## config.mk

```make
export PLATFORM = sky130hd
export DESIGN_NAME = display_scheduler
export DESIGN_NICKNAME = d
export VERILOG_FILES = /design/src/rtl/disp_pkg.sv /design/src/rtl/bin2bcd_seq.sv /design/src/rtl/display_scheduler.sv
export SDC_FILE = /design/constraint.sdc
export NUM_CORES = 1
export LEC_CHECK = 0
export CAP_MARGIN = 25
export CORE_MARGIN = 2
export CORE_UTILIZATION = 63
export CTS_BUF_LIST = sky130_fd_sc_hd__clkbuf_2 sky130_fd_sc_hd__clkbuf_4 sky130_fd_sc_hd__clkbuf_8
export CTS_CLUSTER_DIAMETER = 40
export CTS_CLUSTER_SIZE = 30
export DETAILED_ROUTE_END_ITERATION = 12
export GPL_TIMING_DRIVEN = 0
export PLACE_DENSITY_LB_ADDON = 0.2
export SYNTH_ARGS = -nofsm -noshare
export SYNTH_HDL_FRONTEND = slang
export SYNTH_SLANG_ARGS = --single-unit
```

## constraint.sdc

```tcl
create_clock -name clk -period 9.25 [get_ports clk]
set_input_delay 1.85 -clock clk [delete_from_list [all_inputs] [get_ports clk]]
set_output_delay 1.85 -clock clk [all_outputs]
set_load 0.005 [all_outputs]
```

## src/rtl/disp_pkg.sv

```systemverilog
// Shared encodings and constants for the 4-digit display scheduler.
// Display source codes, FSM states, BCD markers and the leading-zero blanking helper.
package disp_pkg;

    localparam logic [1:0] SRC_OCC   = 2'd0;
    localparam logic [1:0] SRC_CAP   = 2'd1;
    localparam logic [1:0] SRC_ALERT = 2'd2;

    typedef enum logic [1:0] {
        ST_SEL   = 2'd0,
        ST_CONV  = 2'd1,
        ST_LOAD  = 2'd2,
        ST_ALERT = 2'd3
    } state_t;

    localparam logic [3:0]  BCD_BLANK = 4'hF;
    localparam logic [15:0] BCD_OVF   = 16'hFFFF;
    localparam int          MAX_DEC   = 9999;

    // Blank leading zero digits; the units digit always stays visible.
    function automatic logic [15:0] lz_blank(input logic [15:0] d);
        logic [15:0] r;
        r = d;
        if (d[15:12] == 4'd0) begin
            r[15:12] = BCD_BLANK;
            if (d[11:8] == 4'd0) begin
                r[11:8] = BCD_BLANK;
                if (d[7:4] == 4'd0) begin
                    r[7:4] = BCD_BLANK;
                end
            end
        end
        return r;
    endfunction

endpackage

```

## src/rtl/bin2bcd_seq.sv

```systemverilog
// Iterative double-dabble binary-to-BCD converter, one bit per cycle.
// Only four digits are kept; values above 9999 are flagged upstream and never shown.
module bin2bcd_seq
    import disp_pkg::*;
#(
    parameter int BIN_W = 14
) (
    input  logic             clk,
    input  logic             reset,
    input  logic             abort,
    input  logic             start,
    input  logic [BIN_W-1:0] bin_in,
    output logic             done,
    output logic [15:0]      bcd
);

    localparam int CNT_W = $clog2(BIN_W + 1);

    logic [BIN_W-1:0] shift;
    logic [15:0]      acc;
    logic [CNT_W-1:0] cnt;

    function automatic logic [15:0] dabble(input logic [15:0] a);
        logic [15:0] r;
        r = a;
        for (int i = 0; i < 4; i++) begin
            if (r[4*i +: 4] >= 4'd5) begin
                r[4*i +: 4] = r[4*i +: 4] + 4'd3;
            end
        end
        return r;
    endfunction

    // done marks the cycle whose edge performs the final shift
    assign done = (cnt == CNT_W'(1));
    assign bcd  = acc;

    always_ff @(posedge clk) begin
        if (!reset || abort) begin
            cnt <= '0;
        end else if (start) begin
            shift <= bin_in;
            acc   <= '0;
            cnt   <= CNT_W'(BIN_W);
        end else if (cnt != '0) begin
            acc   <= (dabble(acc) << 1) | {15'd0, shift[BIN_W-1]};
            shift <= shift << 1;
            cnt   <= cnt - CNT_W'(1);
        end
    end

endmodule

```

## src/rtl/display_scheduler.sv

```systemverilog
// Display datapath: rotates occupancy/capacity through a BCD converter, with alert preemption.
// Optional macro DISPLAY_SCHEDULER_LZ_BLANK_EN blanks leading zeros of converted values.
module display_scheduler
    import disp_pkg::*;
#(
    parameter int BIN_W        = 14,
    parameter int DWELL_CYCLES = 100_000_000,
    parameter int ALERT_CYCLES = 300_000_000
) (
    input  logic             clk,
    input  logic             reset,
    input  logic [BIN_W-1:0] occ_count,
    input  logic [BIN_W-1:0] capacity,
    input  logic             alert_req,
    input  logic [15:0]      alert_code,
    output logic             alert_ack,
    output logic [15:0]      bcd_out,
    output logic [1:0]       src_sel
);

    localparam int DW_W = (DWELL_CYCLES > 1) ? $clog2(DWELL_CYCLES) : 1;
    localparam int AL_W = (ALERT_CYCLES > 1) ? $clog2(ALERT_CYCLES) : 1;

    state_t           state;
    logic             slot;
    logic [1:0]       conv_src;
    logic             ovf;
    logic [DW_W-1:0]  dwell;
    logic [AL_W-1:0]  alert_tmr;

    logic             take;
    logic             dwell_wrap;
    logic             start;
    logic [BIN_W-1:0] bin_sel;
    logic             conv_done;
    logic [15:0]      conv_bcd;

    function automatic logic [15:0] fmt_digits(input logic [15:0] d);
`ifdef DISPLAY_SCHEDULER_LZ_BLANK_EN
        return lz_blank(d);
`else
        return d;
`endif
    endfunction

    // An alert is accepted in any state but ALERT and aborts the running conversion
    assign take       = alert_req && (state != ST_ALERT);
    assign dwell_wrap = (dwell == DW_W'(DWELL_CYCLES - 1));
    assign start      = (state == ST_SEL) && !take;
    assign bin_sel    = slot ? capacity : occ_count;

    bin2bcd_seq #(
        .BIN_W (BIN_W)
    ) u_conv (
        .clk    (clk),
        .reset  (reset),
        .abort  (take),
        .start  (start),
        .bin_in (bin_sel),
        .done   (conv_done),
        .bcd    (conv_bcd)
    );

    always_ff @(posedge clk) begin
        if (!reset) begin
            state     <= ST_SEL;
            slot      <= 1'b0;
            conv_src  <= SRC_OCC;
            ovf       <= 1'b0;
            dwell     <= '0;
            alert_tmr <= '0;
            alert_ack <= 1'b0;
            bcd_out   <= 16'h0000;
            src_sel   <= SRC_OCC;
        end else begin
            alert_ack <= 1'b0;
            if (take) begin
                // Alert wins over a coincident dwell wrap: the toggle is dropped
                state     <= ST_ALERT;
                alert_tmr <= '0;
                alert_ack <= 1'b1;
                bcd_out   <= alert_code;
                src_sel   <= SRC_ALERT;
            end else begin
                if (state != ST_ALERT) begin
                    if (dwell_wrap) begin
                        dwell <= '0;
                        slot  <= ~slot;
                    end else begin
                        dwell <= dwell + DW_W'(1);
                    end
                end
                case (state)
                    ST_SEL: begin
                        conv_src <= slot ? SRC_CAP : SRC_OCC;
                        ovf      <= (32'(bin_sel) > 32'(MAX_DEC));
                        state    <= ST_CONV;
                    end
                    ST_CONV: begin
                        if (conv_done) begin
                            state <= ST_LOAD;
                        end
                    end
                    ST_LOAD: begin
                        bcd_out <= ovf ? BCD_OVF : fmt_digits(conv_bcd);
                        src_sel <= conv_src;
                        state   <= ST_SEL;
                    end
                    ST_ALERT: begin
                        // bcd_out keeps the alert code until the next LOAD
                        if (alert_tmr == AL_W'(ALERT_CYCLES - 1)) begin
                            state     <= ST_SEL;
                            slot      <= 1'b0;
                            dwell     <= '0;
                            alert_tmr <= '0;
                        end else begin
                            alert_tmr <= alert_tmr + AL_W'(1);
                        end
                    end
                    default: state <= ST_SEL;
                endcase
            end
        end
    end

endmodule
```

== Yosys cells after proc, flatten, opt, wreduce, memory -nomap -nowiden ==
Cells that the tools add are included.

* Flip-flop bits (word level): 115

* Magnitude comparators: 5
* Muxes and demuxes: 42
* Equal/unequal tests: 9
* Reductions and logical operators: 14
* Add/sub/neg operators: 7
* Bitwise gates (word level): 5

{| class="wikitable"
|+ Operators by type and width
! operator !! number
|-
| 2-to-1 mux 27 bit || 4
|-
| 2-to-1 mux 16 bit || 4
|-
| 2-to-1 mux 4 bit || 14
|-
| 2-to-1 mux 14 bit || 3
|-
| adder 29 x 1 -> 29 bit, second input constant || 1
|-
| == test 29 bit, second input constant || 1
|-
| 2-to-1 mux 29 bit || 1
|-
| adder 27 x 1 -> 27 bit, second input constant || 1
|-
| == test 27 bit, second input constant || 1
|-
| greater-or-equal comparator 4 x 3 -> 1 bit, second input constant || 4
|-
| bitwise OR 16 x 1 -> 16 bit || 1
|-
| > comparator 14 bit, second input constant || 1
|-
| adder 4 x 2 -> 4 bit, second input constant || 3
|-
| 2-to-1 mux 3 bit || 4
|-
| 2-to-1 mux 2 bit || 5
|-
| case mux 2 bit (4 select lines) || 1
|-
| 2-to-1 mux 1 bit || 6
|-
| inequality test 3 bit, second input constant || 2
|-
| AND reduction 2 bit || 3
|-
| == test 2 bit, second input constant || 2
|-
| == test 4 x 1 -> 1 bit, second input constant || 1
|-
| NOT 1 bit || 4
|-
| nonzero test 2 bit || 2
|-
| nonzero test 4 bit || 1
|-
| 9 further kinds || 12
|}

== Depth between registers and ports, before layout ==
Gate-level depths: netlist of the first run.

* Depth in word-level cells: 8
* Gate-level depth with buffers: 8
* Gate-level depth less buffers: 7

== Hierarchy ==
A second synthesis of the first run with hierarchy kept.

* Cell total of the unflattened synthesis: 662
* Area total of the unflattened synthesis: 6100.9 um^2

{| class="wikitable"
|+ Modules (own cells, without submodules)
! module !! instances !! area an instance (um^2) !! cells each !! seq. area each (um^2)
|-
| display_scheduler || 1 || 4370.4 || 520 || 1601.5
|-
| bin2bcd_seq || 1 || 1730.4 || 142 || 980.9
|}

== Worst setup path before layout of the first run ==
Ideal clock, no wire load.

* Path kind: input to register
* Start point: input alert_req
* End point: register u_conv.acc[0] (netlist: u_conv.bcd[0]), enable pin
* Setup time: 0.427 ns
* Path slack: 4.653 ns
* Arrival time: 4.169 ns
* Cell stages on the path: 4
* Path through: clkbuf_1 nor3_1 nor2_1 a21oi_1

* Longest elaborated chain between the ends: 5
* Elaborated cells on any way between the ends: 7
* Those cells by class: bitwise (1); reduce/logical (6)

{| class="wikitable"
|+ RTL lines
! item !! RTL line !! text
|-
| from (decl) || display_scheduler.sv:14 || <nowiki>input logic alert_req,</nowiki>
|-
| logical AND 1 bit (*) || display_scheduler.sv:47 || <nowiki>assign take = alert_req && (state != ST_ALERT);</nowiki>
|-
| zero test 1 bit || display_scheduler.sv:49 || <nowiki>assign start = (state == ST_SEL) && !take;</nowiki>
|-
| logical AND 1 bit || display_scheduler.sv:49 ||
|-
| nonzero test 2 bit (no source line) || n/a ||
|-
| AND reduction 2 bit (no source line) (*) || n/a ||
|-
| to (signal assigned) || bin2bcd_seq.sv:46 || <nowiki>acc <= (dabble(acc) << 1) | {15'd0, shift[BIN_W-1]};</nowiki>
|-
| to (decl) || bin2bcd_seq.sv:20 || <nowiki>logic [15:0] acc;</nowiki>
|}

Every way passes the cells marked *; elsewhere a longest branch is shown, timed or not.
A chain may end at the register's enable or synchronous reset.

== Final worst setup path of the first run ==
* Start point: input alert_req
* End point: register u_conv.acc[15] (netlist: u_conv.bcd[15]), enable pin

Same word-level chain as after synthesis.

==> results list, run 1 <==
* Num CTS Buffers: 17
- The critical path is of the in -> reg type.
- The worst hold path belongs to the class reg -> reg.
- Setup TNS Final: 0 ns
- Initial core utilization: 64.8%
- Placeable Area: 0.00924 mm2
* Clock sink count: 114
- Post-DR vias/cell: 6.21
- Aggregate routed wire length: 15.4 mm
- Once detailed placement completed, the half-perimeter wirelength came to 10.8 mm.
* Final worst-path setup slack: 5.06 ns
- The first global-routing pass estimated 25.2 mm of wire.
- Diodes inserted: 0
- The congestion estimate from routability-driven global placement came to 0.949.
- After detailed routing, the average wire length per cell comes to 16.7 um.
- For this run, design rule violations remaining after detail routing come to 0.
- The signal on the critical path passes through clkdlybuf4s50_1 -> clkbuf_1 -> nor3_1 -> clkbuf_2 -> nor2_1 -> a21oi_4.
- Overflow left after global routing: 0
* Buffers from clock root to sink, at most: 2
- Slew HR: 29.2%
* Critical Path Slowest Stage Cell: a21oi_4
- Post-Syn Nets: 754
- Largest delay share family, worst path: buffers and inverters
* Async set-reset flop share out of synthesis: 0%
- Across the routed clock network, the largest skew measured is 0.0118 ns.
- After floorplanning, the core was divided into 35 placement rows.
- STA classifies the critical path endpoint as a flop.
* Clock tree from TritonCTS: done
- Max VDD drop: 0.000112 V
- In the finished design, the share of the clock period the worst path needs comes to 45.3%.
- Slowest stage delay, CP: 0.77 ns
- Measured along the y axis, the die boundary spans 101 um.
- Clock transition at path regs: 0.07 ns
* Required time at the worst-slack endpoint: 9.30 ns
- Total I/O pin count: 66
- The floorplan step defined a die boundary enclosing 0.0103 mm2.
* Unrepaired setup endpoints after global routing: false
- H-tree depth reported by CTS: 4
- Synthesis inferred 114 register bits.
- Status: finished clean
* Nets@finish: 839
- Overall routing resource usage: 30.7%
* Proportion of layout cells with a drive suffix above 1: 7.17%
- Detailed routing inserted a total of 5,740 vias.
- Achievable Freq: 238 MHz
* Maximum number of pins on one net before global-route repair: 31
- At the pin with the least slew margin, the transition time is 1.05 ns.
* Count of flip-flops with a built-in enable after synthesis: 30
- Maximum fanout encountered on the critical timing path: 30
* WP buf/inv: 3
* Reported max-cap violation count: 0
- For the worst setup path, the data arrival time is 4.25 ns.
- The root buffer cell chosen for the clock tree is clkbuf_8.
- Synthesis produced a netlist whose cell count is 697.
* Cell area after synthesis: 0.00598 mm2
- Synth unique cells: 57
- Setup violations remaining at the end of the flow were counted as 0.
- Number of antenna violations at the first check in global routing: 0
- Setup Fix Bufs, Post-CTS: 0
- The share of the Yosys chip area taken by registers is 43.2%.
- For this block, the initial DRC count from the detailed router was 335.
- The analysis attributes to cell leakage a power of 2.52 nW.
- Input and output buffers added on the ports amount to 65.
* Horizontal extent of the die: 101 um
- First-pass DRT Iterations: 6
- Dividing total power by cell area gives a power density of 162 mW/mm2.
* Worst setup timing slack at the placement stage: 4.36 ns
* Clock insertion delay at the later pin of the skew report: 0.44 ns
* Count of synthesis-stage warnings from yosys: 0
* Crit path launch type: input pin
* Post-synthesis area per instance: 8.58 um2
* Via count of the first global-routing pass: 5,495
- From synthesis to final layout, the design area changed by 21.1%.
- Buffers inserted to repair hold after CTS numbered 0.
- Gates resized during post-CTS repair numbered 0.
- The count of final max-slew check failures came to 0.
* Antenna-violating nets left: 0
- Number of hold-slack violations in the final timing report: 0
- Among all flip-flop cells after synthesis, the most frequent one is dfxtp_1.
- Time the worst path needs with I/O delays and setup: 4.19 ns
[worst paths after layout]
kind                                  end                  startpoint  depth (start not counted)  slack, ns
max          u_conv.bcd[15]$_SDFFCE_PP0P_                   alert_req                          6       5.06
min            alert_tmr[28]$_SDFFE_PP0P_  alert_tmr[28]$_SDFFE_PP0P_                          2       0.47
max reg2reg  u_conv.bcd[15]$_SDFFCE_PP0P_       state[0]$_SDFFE_PN0P_                          5       6.54
min reg2reg    alert_tmr[28]$_SDFFE_PP0P_  alert_tmr[28]$_SDFFE_PP0P_                          2       0.47
[tightest hold or removal path: cells and delay by family, from the launching register on]
kind             cells  cell delay, ns
flip-flops           1            0.32
AND/OR/NAND/NOR      1            0.05
AO/OA/AOI/OAI        1            0.06
[cell families (layout without fill, tap and decap cells)]
logic type	after synthesis	after routing	synth area share, %
AO/OA/AOI/OAI	172	172	16.7
XOR/XNOR	32	32	4.68
adder cells (fa/ha/maj)	10	10	2.09
buffers and inverters	55	153	3.93
flip-flops	114	114	43.2
multiplexers	16	16	2.68
AND/OR/NAND/NOR	298	298	26.8
[placed cells by master, fill, tap and decap left out, types with 10 or more instances in the layout]
master	netlist	final
a21oi_1	62	61
dfxtp_1	84	84
nand3_1	47	47
nor3_1	14	14
nor4_1	11	11
inv_1	16	16
nand4_1	24	24
nand2_1	66	66
nor2_1	57	57
clkdlybuf4s50_1	0	65
clkbuf_1	25	25
mux2i_1	16	16
o21ai_0	45	45
xor2_1	22	22
edfxtp_1	30	30
ha_1	10	10
xnor2_1	10	10
a31oi_1	34	34
nor2b_1	17	17
clkbuf_8	0	21
and3_1	12	12
[flip-flops by register name (all words and copies together) (netlist names)]
register / cells
alert_ack: 1
alert_tmr: 29
bcd_out: 16
conv_src: 1
dwell: 27
ovf: 1
slot: 1
src_sel: 2
state: 2
u_conv.bcd: 16
u_conv.cnt: 4
u_conv.shift: 14
[stage by stage]
step / power [mW] / cells / instance area (um2) / utilization [%] / hold slack (ns)
after detailed placement: 0.682 / 891 / 6810 / 73.7 / 0.470
after floorplan: 0.623 / 697 / 5980 / - / 0.439
final: 1.18 / 924 / 7240 / 78.4 / 0.474
after global routing: 1.21 / 924 / 7240 / 78.4 / 0.496
after CTS: 1.18 / 923 / 7240 / 78.3 / 0.477
after global placement: 0.675 / 891 / 6800 / 73.5 / 0.451
[power breakdown]
| part | switching [mW] | leakage, nW | internal (mW) |
|---|---|---|---|
| clock network | 0.202 | 0.223 | 0.300 |
| logic | 0.0709 | 1.34 | 0.0586 |
| registers | 0.0131 | 0.959 | 0.532 |
[routing by layer]
layer	up-vias	global-route usage, %	part of all wire (%)
met3	26	7.32	7.1
met2	251	51.2	49
met4	0	9.67	1.4
met5	-	0	0
li1	2733	-	-
met1	2730	39.7	42
[Yosys cell counts (2+ instances only)]
master,number,area share [%]
a21boi_0,3,0.38
a21o_1,3,0.38
a21oi_1,62,5.2
a31oi_1,34,3.6
a41oi_1,5,0.73
and2_1,6,0.63
and3_1,12,1.3
and4_1,4,0.59
buf_1,5,0.31
buf_2,4,0.33
buf_4,2,0.25
buf_6,2,0.38
clkbuf_1,25,1.6
dfxtp_1,84,28
edfxtp_1,30,15
ha_1,10,2.1
inv_1,16,1.0
mux2i_1,16,2.7
nand2_1,66,4.1
nand2b_1,8,0.84
nand3_1,47,3.9
nand3b_1,2,0.25
nand4_1,24,2.5
nand4_4,2,0.71
nand4b_1,2,0.29
nor2_1,57,3.6
nor2b_1,17,1.8
nor3_1,14,1.2
nor3b_1,2,0.25
nor4_1,11,1.2
nor4b_1,4,0.59
o211ai_1,7,0.88
o21a_1,3,0.38
o21ai_0,45,3.8
o31ai_1,2,0.25
or3_1,4,0.42
or3b_2,4,0.59
or4_1,4,0.50
xnor2_1,10,1.5
xor2_1,22,3.2
[layout make-up]
cell class	count	area (um2)
Multi-Input combinational cell	528	3180
Sequential cell	114	2580
Fill cell	636	2000
Timing Repair Buffer	66	656
Clock buffer	23	304
Buffer	39	175
Tap cell	129	161
Clock inverter	9	128
Inverter	16	60.1
No activity file was read; power rests on OpenSTA's default activity.
==> run 2, diff against run 1 <==
Settings changed: CORE_UTILIZATION 63 to 53.
Clock period 9.25 ns to 3.5 ns, I/O delays scaled along.
==> run 2 against run 1 <==
Flip-flop and latch count unchanged. Clock power increased by 130%. Largest cell class unchanged. Worst setup slack got worse by 4.5 ns. Die area increased by 18%.
==> results list, run 2 (synthesis results as in run 1) <==
- The flow ran to the end, and the final reports show no timing, DRC or antenna violations.
* Leakage dissipation: 2.51 nW (-0.33%)
- Part of the cycle the worst path needs: 85.1%
- The endpoint required time on the critical path came to 3.65 ns (-5.65 ns).
- Filler cell count: 964 (+52%)
- The post-placement cell count was 903 (+1.3%).
- The post-detailed-route wirelength per cell was 16.5 um (-1.1%).
- Clock insertion delay at the later pin of the skew report: 0.44 ns (about the same)
- Final design instance area without fill: 0.00723 mm2 (-0.22%)
* Number of design-rule violations left by the first detailed-router iteration: 391 (+17%)
- The startpoint identified for the worst register-to-register timing path is state[1]$_SDFFE_PN0P_.
- The post-detailed-route count of antenna-violating nets was 0 (unchanged).
- Number of max-slew violations in the final report: 0 (unchanged)
* Vertical die dimension: 110 um (+8.7%)
- The maximum clock insertion buffer count came to 2 (unchanged).
* Horizontal extent of the die: 110 um (+8.7%)
- The largest vdd supply drop was 0.000272 V (+140%).
* Number of hold-slack violations in the final timing report: 0 (unchanged)
- Setup repair after global routing left no endpoint under its margin.
- The fraction of final layout cells sized beyond drive strength 1 was 7.17% (unchanged).
- The routability congestion estimate is 0.904 (-4.8%).
- Maximum fanout encountered on the critical timing path: 17 (-43%)
* Maximum number of pins on one net before global-route repair: 18 (-42%)
* # hold bufs at CTS: 0 (unchanged)
- The effective utilization at floorplan is 54.7% (-10 points).
* Top flop regs: alert_tmr x29, dwell x27
- Overall routing resource usage: 26.3% (-4.4 points)
* Slew HR: 33.2% (+4.0 points)
* Number of cells on the worst reg-to-reg path: 6 (+1)
- Flop-to-flop setup slack: 0.86 ns (-5.68 ns)
- DRC: 0 (unchanged)
- The routed via count divided by cell count is 6.07 (-2.3%).
- The worst hold path begins at conv_src[0]$_SDFFE_PN0P_.
- The final worst clock skew was 0.00833 ns (-0.00342 ns).
- The number of global-route vias before repair is 5,343 (-2.8%).
* Capturing element type of the critical path: flop
* Critical Path Slowest Stage Cell: nor3_1
- The endpoint arrival time on the critical path is 3.13 ns (-1.12 ns).
* Post-detailed-placement half-perimeter wirelength: 11.0 mm (+1.6%)
* Aggregate routed wire length: 15.4 mm (about the same)
- The flip-flop count of the largest register, all copies and words added came to 29 (unchanged).
- Crit path launch type: input pin
* Area Overhead vs Synth: 20.8%
- Overflow left after global routing: 0 (unchanged)
* Cells along the critical path: clkdlybuf4s50_1 -> clkbuf_1 -> nor3_1 -> clkbuf_2 -> nor2_1 -> a21oi_4 -> buf_16
- Total I/O pin count: 66 (unchanged)
- Non-filler instance count after layout: 935 (+1.2%)
* Final setup violation count: 0 (unchanged)
- Actual slew at the worst max-slew pin: 0.993 ns (-0.0591 ns)
- Setup Fix Bufs, Post-CTS: 0 (unchanged)
- The tightest hold margin was 0.476 ns (+0.00142 ns).
* Worst hold path endpoint: conv_src[0]$_SDFFE_PN0P_
- The area of placed instances came to 0.00685 mm2 (+0.61%).
- The critical path is of the in -> reg type.
* Power Density: 408 mW/mm2 (+150%)
- Most common cell after layout, fill and taps aside: dfxtp_1
* Number of instances resized during post-cts repair: 0 (unchanged)
- Clock tree from TritonCTS: done
- The worst register-to-register path ends at u_conv.shift[12]$_DFFE_PP_.
* First-pass DRT Iterations: 7 (+1)
* Number of stages on the worst hold path: 2 (unchanged)
* Register ranked first by flip-flop count: alert_tmr
- Timing would allow up to 336 MHz.
- The number of sinks driven by the clock tree was 114 (unchanged).
- Die Outline Area: 0.0122 mm2 (+18%)
- Reported max-cap violation count: 0 (unchanged)
* Slowest stage delay, CP: 0.59 ns (-0.18 ns)
* Final Power: 2.95 mW (+150%)
- The core occupancy in the finished layout is 66.1% (-12 points).
* Clock transition at path regs: 0.06 ns (about the same)
* Wire length of the first global-routing pass: 24.7 mm (-2.0%)
- The number of nets in the final layout is 840 (+0.12%).
- The number of diodes is 0 (unchanged).
- Number of antenna violations at the first check in global routing: 0 (unchanged)
- Leaving out fill and tap cells, the most frequent cells in the layout are dfxtp_1 (84), nand2_1 (66), clkdlybuf4s50_1 (65).
- The number of vias in the routed layout was 5,674 (-1.1%).
- Std cell rows: 38 (+8.6%)
- The core region area was 0.0109 mm2 (+18%).
- Min-delay worst type: reg -> reg
* Buffers on Ports: 65 (unchanged)
- Time the worst path needs with I/O delays and setup: 2.98 ns
* Clk Tree Root Cell: clkbuf_8
- Num CTS Buffers: 17 (unchanged)
* H-tree depth reported by CTS: 4 (unchanged)
run 2: layout make-up:
type	instances	area (um2)	share of cell area [%]
Clock inverter	6	55.1	0.762
Buffer	39	175	2.42
Inverter	16	60.1	0.831
Tap cell	140	175	2.42
Timing Repair Buffer	67	683	9.45
Sequential cell	114	2580	35.7
Clock buffer	25	319	4.41
Multi-Input combinational cell	528	3180	44.0
run 2: worst max-delay path by stage:
stage / slack (ns) / from / end
2_1_floorplan: 0.05 / alert_req / u_conv.bcd[0]$_SDFFCE_PP0P_
3_3_place_gp: -1.56 / alert_req / u_conv.shift[6]$_DFFE_PP_
3_5_place_dp: -0.07 / alert_req / u_conv.shift[7]$_DFFE_PP_
4_1_cts: 0.41 / alert_req / u_conv.shift[12]$_DFFE_PP_
5_1_grt: 0.43 / alert_req / u_conv.shift[5]$_DFFE_PP_
6_report: 0.52 / alert_req / u_conv.shift[12]$_DFFE_PP_
run 2: where the power goes:
| part | internal, mW | switching [mW] | leakage [nW] |
|---|---|---|---|
| Sequential | 1.41 | 0.0343 | 0.959 |
| Combinational | 0.159 | 0.185 | 1.35 |
| Clock | 0.657 | 0.504 | 0.203 |
| Total | 2.22 | 0.724 | 2.51 |
run 2: routing by layer:
metal	track usage, %	share of wire, %	vias to the layer above
met5	0	0	-
met4	10.0	1.2	0
met3	6.06	6.1	22
met2	43.2	48	201
met1	33.7	45	2709
li1	-	-	2742
run 2: stage by stage:
| stage | setup WS, ns | setup TNS, ns |
|---|---|---|
| final | 0.520 | 0 |
| after global routing | 0.428 | 0 |
| after CTS | 0.407 | 0 |
| after detailed placement | -0.0736 | -1.24 |
| after global placement | -1.56 | -46.92 |
| after floorplan | 0.0534 | 0 |
run 2: critical path: cells and delay by family:
kind	cells	cell delay [ns]
compound gates	1	0.50
simple gates	2	0.68
buf+inv	4	1.23
